### config.mk
export PLATFORM = sky130hd
export DESIGN_NAME = ring_nic
export DESIGN_NICKNAME = d
export VERILOG_FILES = /design/src/rtl/noc_pkg.sv /design/src/rtl/nic_fifo.sv /design/src/rtl/ring_nic.sv
export SDC_FILE = /design/constraint.sdc
export NUM_CORES = 1
export LEC_CHECK = 0
export ABC_AREA = 0
export CAP_MARGIN = 10
export CORE_MARGIN = 2
export CORE_UTILIZATION = 52
export DETAILED_ROUTE_END_ITERATION = 7
export GPL_ROUTABILITY_DRIVEN = 0
export PLACE_DENSITY = 0.83
export SYNTH_ARGS = -nofsm -noshare
export SYNTH_HDL_FRONTEND = slang
export SYNTH_SLANG_ARGS = --single-unit
### constraint.sdc
create_clock -name clk -period 2 [get_ports clk]
set_input_delay 0.4 -clock clk [delete_from_list [all_inputs] [get_ports clk]]
set_output_delay 0.4 -clock clk [all_outputs]
set_load 0.03 [all_outputs]
### src/rtl/noc_pkg.sv
// Shared ring-NoC packet field positions, NIC register map and field helpers.
// Packets are 64 bits; the NIC carries them unmodified, so the helpers are for observers only.
package noc_pkg;

   localparam int VC_BIT  = 63;
   localparam int DIR_BIT = 62;
   localparam int HOP_MSB = 55;
   localparam int HOP_LSB = 48;
   localparam int SRC_MSB = 47;
   localparam int SRC_LSB = 32;

   localparam logic [1:0] ADDR_RX_DATA = 2'b00;
   localparam logic [1:0] ADDR_RX_STAT = 2'b01;
   localparam logic [1:0] ADDR_TX_DATA = 2'b10;
   localparam logic [1:0] ADDR_TX_STAT = 2'b11;

   typedef struct packed {
      logic        vc;
      logic        dir;
      logic [5:0]  rsvd;
      logic [7:0]  hop;
      logic [15:0] src;
      logic [31:0] payload;
   } pkt_t;

   function automatic logic pkt_vc(input logic [63:0] p);
      return p[VC_BIT];
   endfunction

   function automatic logic pkt_dir(input logic [63:0] p);
      return p[DIR_BIT];
   endfunction

   function automatic logic [7:0] pkt_hops(input logic [63:0] p);
      return p[HOP_MSB:HOP_LSB];
   endfunction

   function automatic logic [15:0] pkt_src(input logic [63:0] p);
      return p[SRC_MSB:SRC_LSB];
   endfunction

endpackage

### src/rtl/nic_fifo.sv
// Small synchronous FIFO with registered head output; head valid whenever !empty.
// Push when full and pop when empty are ignored; full/empty reflect pre-edge count.
module nic_fifo #(
   parameter int WIDTH = 64,
   parameter int DEPTH = 2
) (
   input  logic             clk,
   input  logic             rst_n,
   input  logic             push,
   input  logic [WIDTH-1:0] push_dat,
   input  logic             pop,
   output logic [WIDTH-1:0] head,
   output logic             full,
   output logic             empty
);

   localparam int PW = (DEPTH > 1) ? $clog2(DEPTH) : 1;
   localparam int CW = $clog2(DEPTH + 1);

   logic [WIDTH-1:0] mem [DEPTH];
   logic [PW-1:0]    wr_ptr;
   logic [PW-1:0]    rd_ptr;
   logic [CW-1:0]    count;
   logic             do_push;
   logic             do_pop;

   assign full    = (count == CW'(DEPTH));
   assign empty   = (count == '0);
   assign do_push = push && !full;
   assign do_pop  = pop && !empty;
   assign head    = mem[rd_ptr];

   always_ff @(posedge clk or negedge rst_n) begin
      if (!rst_n) begin
         for (int i = 0; i < DEPTH; i++) mem[i] <= '0;
         wr_ptr <= '0;
         rd_ptr <= '0;
         count  <= '0;
      end else begin
         if (do_push) begin
            mem[wr_ptr] <= push_dat;
            wr_ptr      <= (wr_ptr == PW'(DEPTH - 1)) ? '0 : wr_ptr + PW'(1);
         end
         if (do_pop) begin
            rd_ptr <= (rd_ptr == PW'(DEPTH - 1)) ? '0 : rd_ptr + PW'(1);
         end
         // simultaneous push and pop leaves the occupancy unchanged
         case ({do_push, do_pop})
            2'b10:   count <= count + CW'(1);
            2'b01:   count <= count - CW'(1);
            default: count <= count;
         endcase
      end
   end

endmodule

### src/rtl/ring_nic.sv
// Processor-side NIC for a ring node: register-mapped TX/RX FIFOs, polarity-gated injection.
// Read data lands in d_out one edge after the strobe; TX waits on net_ro and VC==polarity, RX stalls via net_ri.
module ring_nic
   import noc_pkg::*;
#(
   parameter int WIDTH = 64,
   parameter int DEPTH = 2
) (
   input  logic             clk,
   input  logic             reset,
   input  logic             polarity,
   input  logic [1:0]       addr,
   input  logic             nic_en,
   input  logic             nic_wr_en,
   input  logic [WIDTH-1:0] d_in,
   output logic [WIDTH-1:0] d_out,
   output logic             net_so,
   input  logic             net_ro,
   output logic [WIDTH-1:0] net_do,
   input  logic             net_si,
   output logic             net_ri,
   input  logic [WIDTH-1:0] net_di
);

   logic [WIDTH-1:0] tx_head;
   logic [WIDTH-1:0] rx_head;
   logic             tx_full;
   logic             tx_empty;
   logic             rx_full;
   logic             rx_empty;
   logic             tx_push;
   logic             rx_pop;
   logic             rx_push;
   logic             rd_vld;
   logic             ri_ok;

   assign tx_push = nic_en && nic_wr_en && (addr == ADDR_TX_DATA);
   assign rd_vld  = nic_en && !nic_wr_en;
   assign rx_pop  = rd_vld && (addr == ADDR_RX_DATA);

   // only the VC matching the current ring phase may enter the router
   assign net_so  = !tx_empty && net_ro && (tx_head[VC_BIT] == polarity);
   assign net_do  = tx_empty ? '0 : tx_head;

   // ri_ok keeps net_ri low through reset and for the release cycle itself
   assign net_ri  = ri_ok && !rx_full;
   assign rx_push = net_si && net_ri;

   nic_fifo #(.WIDTH(WIDTH), .DEPTH(DEPTH)) tx_fifo (
      .clk      (clk),
      .rst_n    (reset),
      .push     (tx_push),
      .push_dat (d_in),
      .pop      (net_so),
      .head     (tx_head),
      .full     (tx_full),
      .empty    (tx_empty)
   );

   nic_fifo #(.WIDTH(WIDTH), .DEPTH(DEPTH)) rx_fifo (
      .clk      (clk),
      .rst_n    (reset),
      .push     (rx_push),
      .push_dat (net_di),
      .pop      (rx_pop),
      .head     (rx_head),
      .full     (rx_full),
      .empty    (rx_empty)
   );

   always_ff @(posedge clk or negedge reset) begin
      if (!reset) begin
         ri_ok <= 1'b0;
      end else begin
         ri_ok <= 1'b1;
      end
   end

   always_ff @(posedge clk or negedge reset) begin
      if (!reset) begin
         d_out <= '0;
      end else if (rd_vld) begin
         case (addr)
            ADDR_RX_DATA: d_out <= rx_empty ? '0 : rx_head;
            ADDR_RX_STAT: d_out <= {{(WIDTH-1){1'b0}}, !rx_empty};
            ADDR_TX_STAT: d_out <= {{(WIDTH-1){1'b0}}, tx_full};
            default:      d_out <= '0;
         endcase
      end
   end

endmodule
==> results.toml <==
[sta]
fmax_mhz = 448.8
rsz0062_at_grt = "yes"
fin_skew_ns = 0.01561
finalWorstSetupSlack_ns = -0.2284
tightest_slew_ns = 0.8057
hold_viol_final = 0
period_share = 1.114
relSlewSlack = 0.4628
setup-violations-final = 65
whs_ns = 0.4345
maxSlewViolCount = 0
post-route-min-period_ns = 2.228

[synth]
synthCells = 1006
synth-edff-count = 0
synth_seq_cells = 329
synth_top_flop_cell = "dfrtp_1"
synth_seq_area_share = 0.5793
ys_top_cells_by_area = "dfrtp_1, mux2_2, mux2i_1"
ys_warn_count = 0
synth_top_area_frac = 0.5793
avgSynthCellArea_um2 = 14.13
ys_types = 35
synth-async-reset-ratio = 1.000
syn_area_mm2 = 0.01421
synth_top_cell_by_area = "dfrtp_1"
syn_nets = 1145

[grt]
grt_pass1_wl_mm = 51.62
gr-usage-met2 = 0.3776
busiest_layer = "met2"
grt_pass1_vias = 9607
grt_use_met1 = 0.2934
antenna_found_initial = 3
track_usage = 0.2279
met3_usage = 0.07299
grt_max_degree = 66
grt_overflow = 0

[drt]
drt_first_pass_iters = 4
drc = 0
ant_nets = 0
viasPerCell = 5.405
wire_per_inst_um = 19.59
drt_iter0_markers = 504
vias = 9108
wl_mm = 33.01

[outcome]
outcome = "complete, but fails checks"
violations = "setup timing"

[placement]
hpwlAfterDp_mm = 22.12
portBuffers = 266
pre_cts_ws_ns = -0.2320

[floorplanning]
fp.dieW_um = 169.3
pin_count = 267
fp.dieArea_mm2 = 0.02867
initial_core_util = 0.5288
fp.dieH_um = 169.3
core_area_mm2 = 0.02688
row_count = 60

[power_and_ir_drop]
p_per_area_mw_per_mm2 = 1644
p_int_mw = 20.15
leakage_nw = 8.945
seqPwrFrac = 0.367
ir_worst_vdd_mv = 0.8855
p_switching_mw = 10.83
clkPwrFrac = 0.204
swShare = 0.3495
p_comb_frac = 0.429

[clocking]
clockRootBuffer = "clkbuf_16"
clkTransAtPathRegs_ns = 0.06
numCtsBuffers = 35
cts_tree = "done"
htreeDepth = 2
clock-sinks = 329
insertion_delay_ns = 0.51
cts.path.max_buffers = 3

[worst_hold_path]
hold_path_class = "in -> async"

[worst_setup_path]
end_kind = "output port"
critPathMaxStageDelay_ns = 0.50
worstPathArrival_ns = 1.83
path_cells = "buf_12, buf_8, buf_6, mux2i_1, nor2_1, buf_4"
crit_path_start_kind = "flip-flop"
cp.required_ns = 1.60
crit_path_top_delay_cell = "dfrtp_4"
worst-path-max-fanout = 6
crit_type = "reg -> out"
crit_buf_inv = 4
critPathTopFamily = "buffers and inverters"

[finish]
final_common_cell = "dfrtp_1"
final_cell_mix = "dfrtp_1, mux2_2, clkdlybuf4s50_1"
layout-drive-gt1-share = 0.3477
nets = 1458
area_growth_pct = 32.63

[job]
maxCapViolations = 0
## path summary, 6_finish.rpt
check	start	end	slack, ns	cells after the start
max reg2reg	tx_fifo.rd_ptr$_DFFE_PN0P_	tx_fifo.count[1]$_DFFE_PN0P_	0.21	7
min in group clk	d_out[30]$_DFFE_PN0N_	d_out[30]$_DFFE_PN0N_	0.48	2
min	reset	tx_fifo.mem[20]$_DFFE_PN0P_	0.43	2
max	tx_fifo.rd_ptr$_DFFE_PN0P_	net_do[37]	-0.23	6
min reg2reg	d_out[30]$_DFFE_PN0N_	d_out[30]$_DFFE_PN0N_	0.48	2
max in group asynchronous	reset	d_out[0]$_DFFE_PN0N_	0.86	3
## power groups by stage
stage | sequential (mW) | combinational (mW) | clock [mW]
6_report | 11.4 | 13.3 | 6.31
5_1_grt | 11.7 | 14.1 | 6.73
4_1_cts | 11.3 | 13.2 | 6.46
3_5_place_dp | 11.4 | 12.8 | 0
3_3_place_gp | 11.2 | 12.4 | 0
2_1_floorplan | 11.3 | 8.20 | 0
## layout make-up
type | count | area [um2]
Sequential cell | 329 | 8240
Fill cell | 1789 | 8028
Multi-Input combinational cell | 614 | 5569
Timing Repair Buffer | 338 | 3471
Clock buffer | 53 | 1055
Tap cell | 341 | 426.7
Clock inverter | 8 | 80.08
Inverter | 1 | 3.754
Antenna cell | 1 | 2.502
## registers in the layout, summed over array words and instances (netlist names)
| register | cells |
|---|---|
| tx_fifo.wr_ptr | 1 |
| rx_fifo.wr_ptr | 1 |
| d_out | 64 |
| rx_fifo.mem | 128 |
| tx_fifo.rd_ptr | 1 |
| tx_fifo.mem | 128 |
| rx_fifo.rd_ptr | 1 |
| tx_fifo.count | 2 |
| ri_ok | 1 |
| rx_fifo.count | 2 |
## cell families (layout without fill, tap and decap cells)
kind of cell,after synthesis,count (layout),synth area share
AO/OA/AOI/OAI,70,70,0.02544
adder cells (fa/ha/maj),2,2,0.001761
multiplexers,384,384,0.3089
XOR/XNOR,12,12,0.007396
AND/OR/NAND/NOR,145,145,0.04438
flip-flops,329,329,0.5793
buffers and inverters,63,400,0.03258
other,1,2,0.0002639
## routing by layer
layer  wire (um)  vias up
met5          25        -
li1            -     4122
met2       16010      269
met3        2753       52
met1       13620     4661
met4         605        4
## cell usage after synthesis (all sizes together) (2+ instances only)
cell,number
xnor2,8
nand2b,3
mux2,256
ha,2
o21bai,2
clkbuf,19
and4b,2
nand3,2
buf,43
dfrtp,329
nand2,64
o21ai,65
mux2i,128
xor2,4
nor2,69
## timing repair
item                                    in CTS  in global routing
endpoints found under the setup margin      71                 83
hold buffers                                 1                  0
setup buffers                                9                 10
hold endpoints to repair                    45                  0
resized for setup                           85                 31
pin swaps                                    1                  5
## worst register-to-register path, delay by kind of cell (launching register included)
kind	cells	cell delay, ns
buffers and inverters	1	0.17
XOR/XNOR	2	0.29
AND/OR/NAND/NOR	2	0.20
flip-flops	1	0.50
multiplexers	1	0.23
adder cells (fa/ha/maj)	1	0.33
## metrics by stage
| step | std cells | TNS, ns | util | area (um2) | power (mW) |
|---|---|---|---|---|---|
| 3_5_place_dp | 1604 | -24.67 | 0.6479 | 17410 | 24.17 |
| 6_report | 1685 | -9.237 | 0.7013 | 18850 | 30.98 |
| 5_1_grt | 1684 | -13.49 | 0.7012 | 18850 | 32.59 |
| 3_3_place_gp | 1604 | -17.25 | 0.6479 | 17410 | 23.64 |
| 4_1_cts | 1675 | -9.759 | 0.6958 | 18700 | 30.95 |
| 2_1_floorplan | 1006 | 0 | - | 14210 | 19.50 |
No activity file was read; power rests on OpenSTA's default activity.
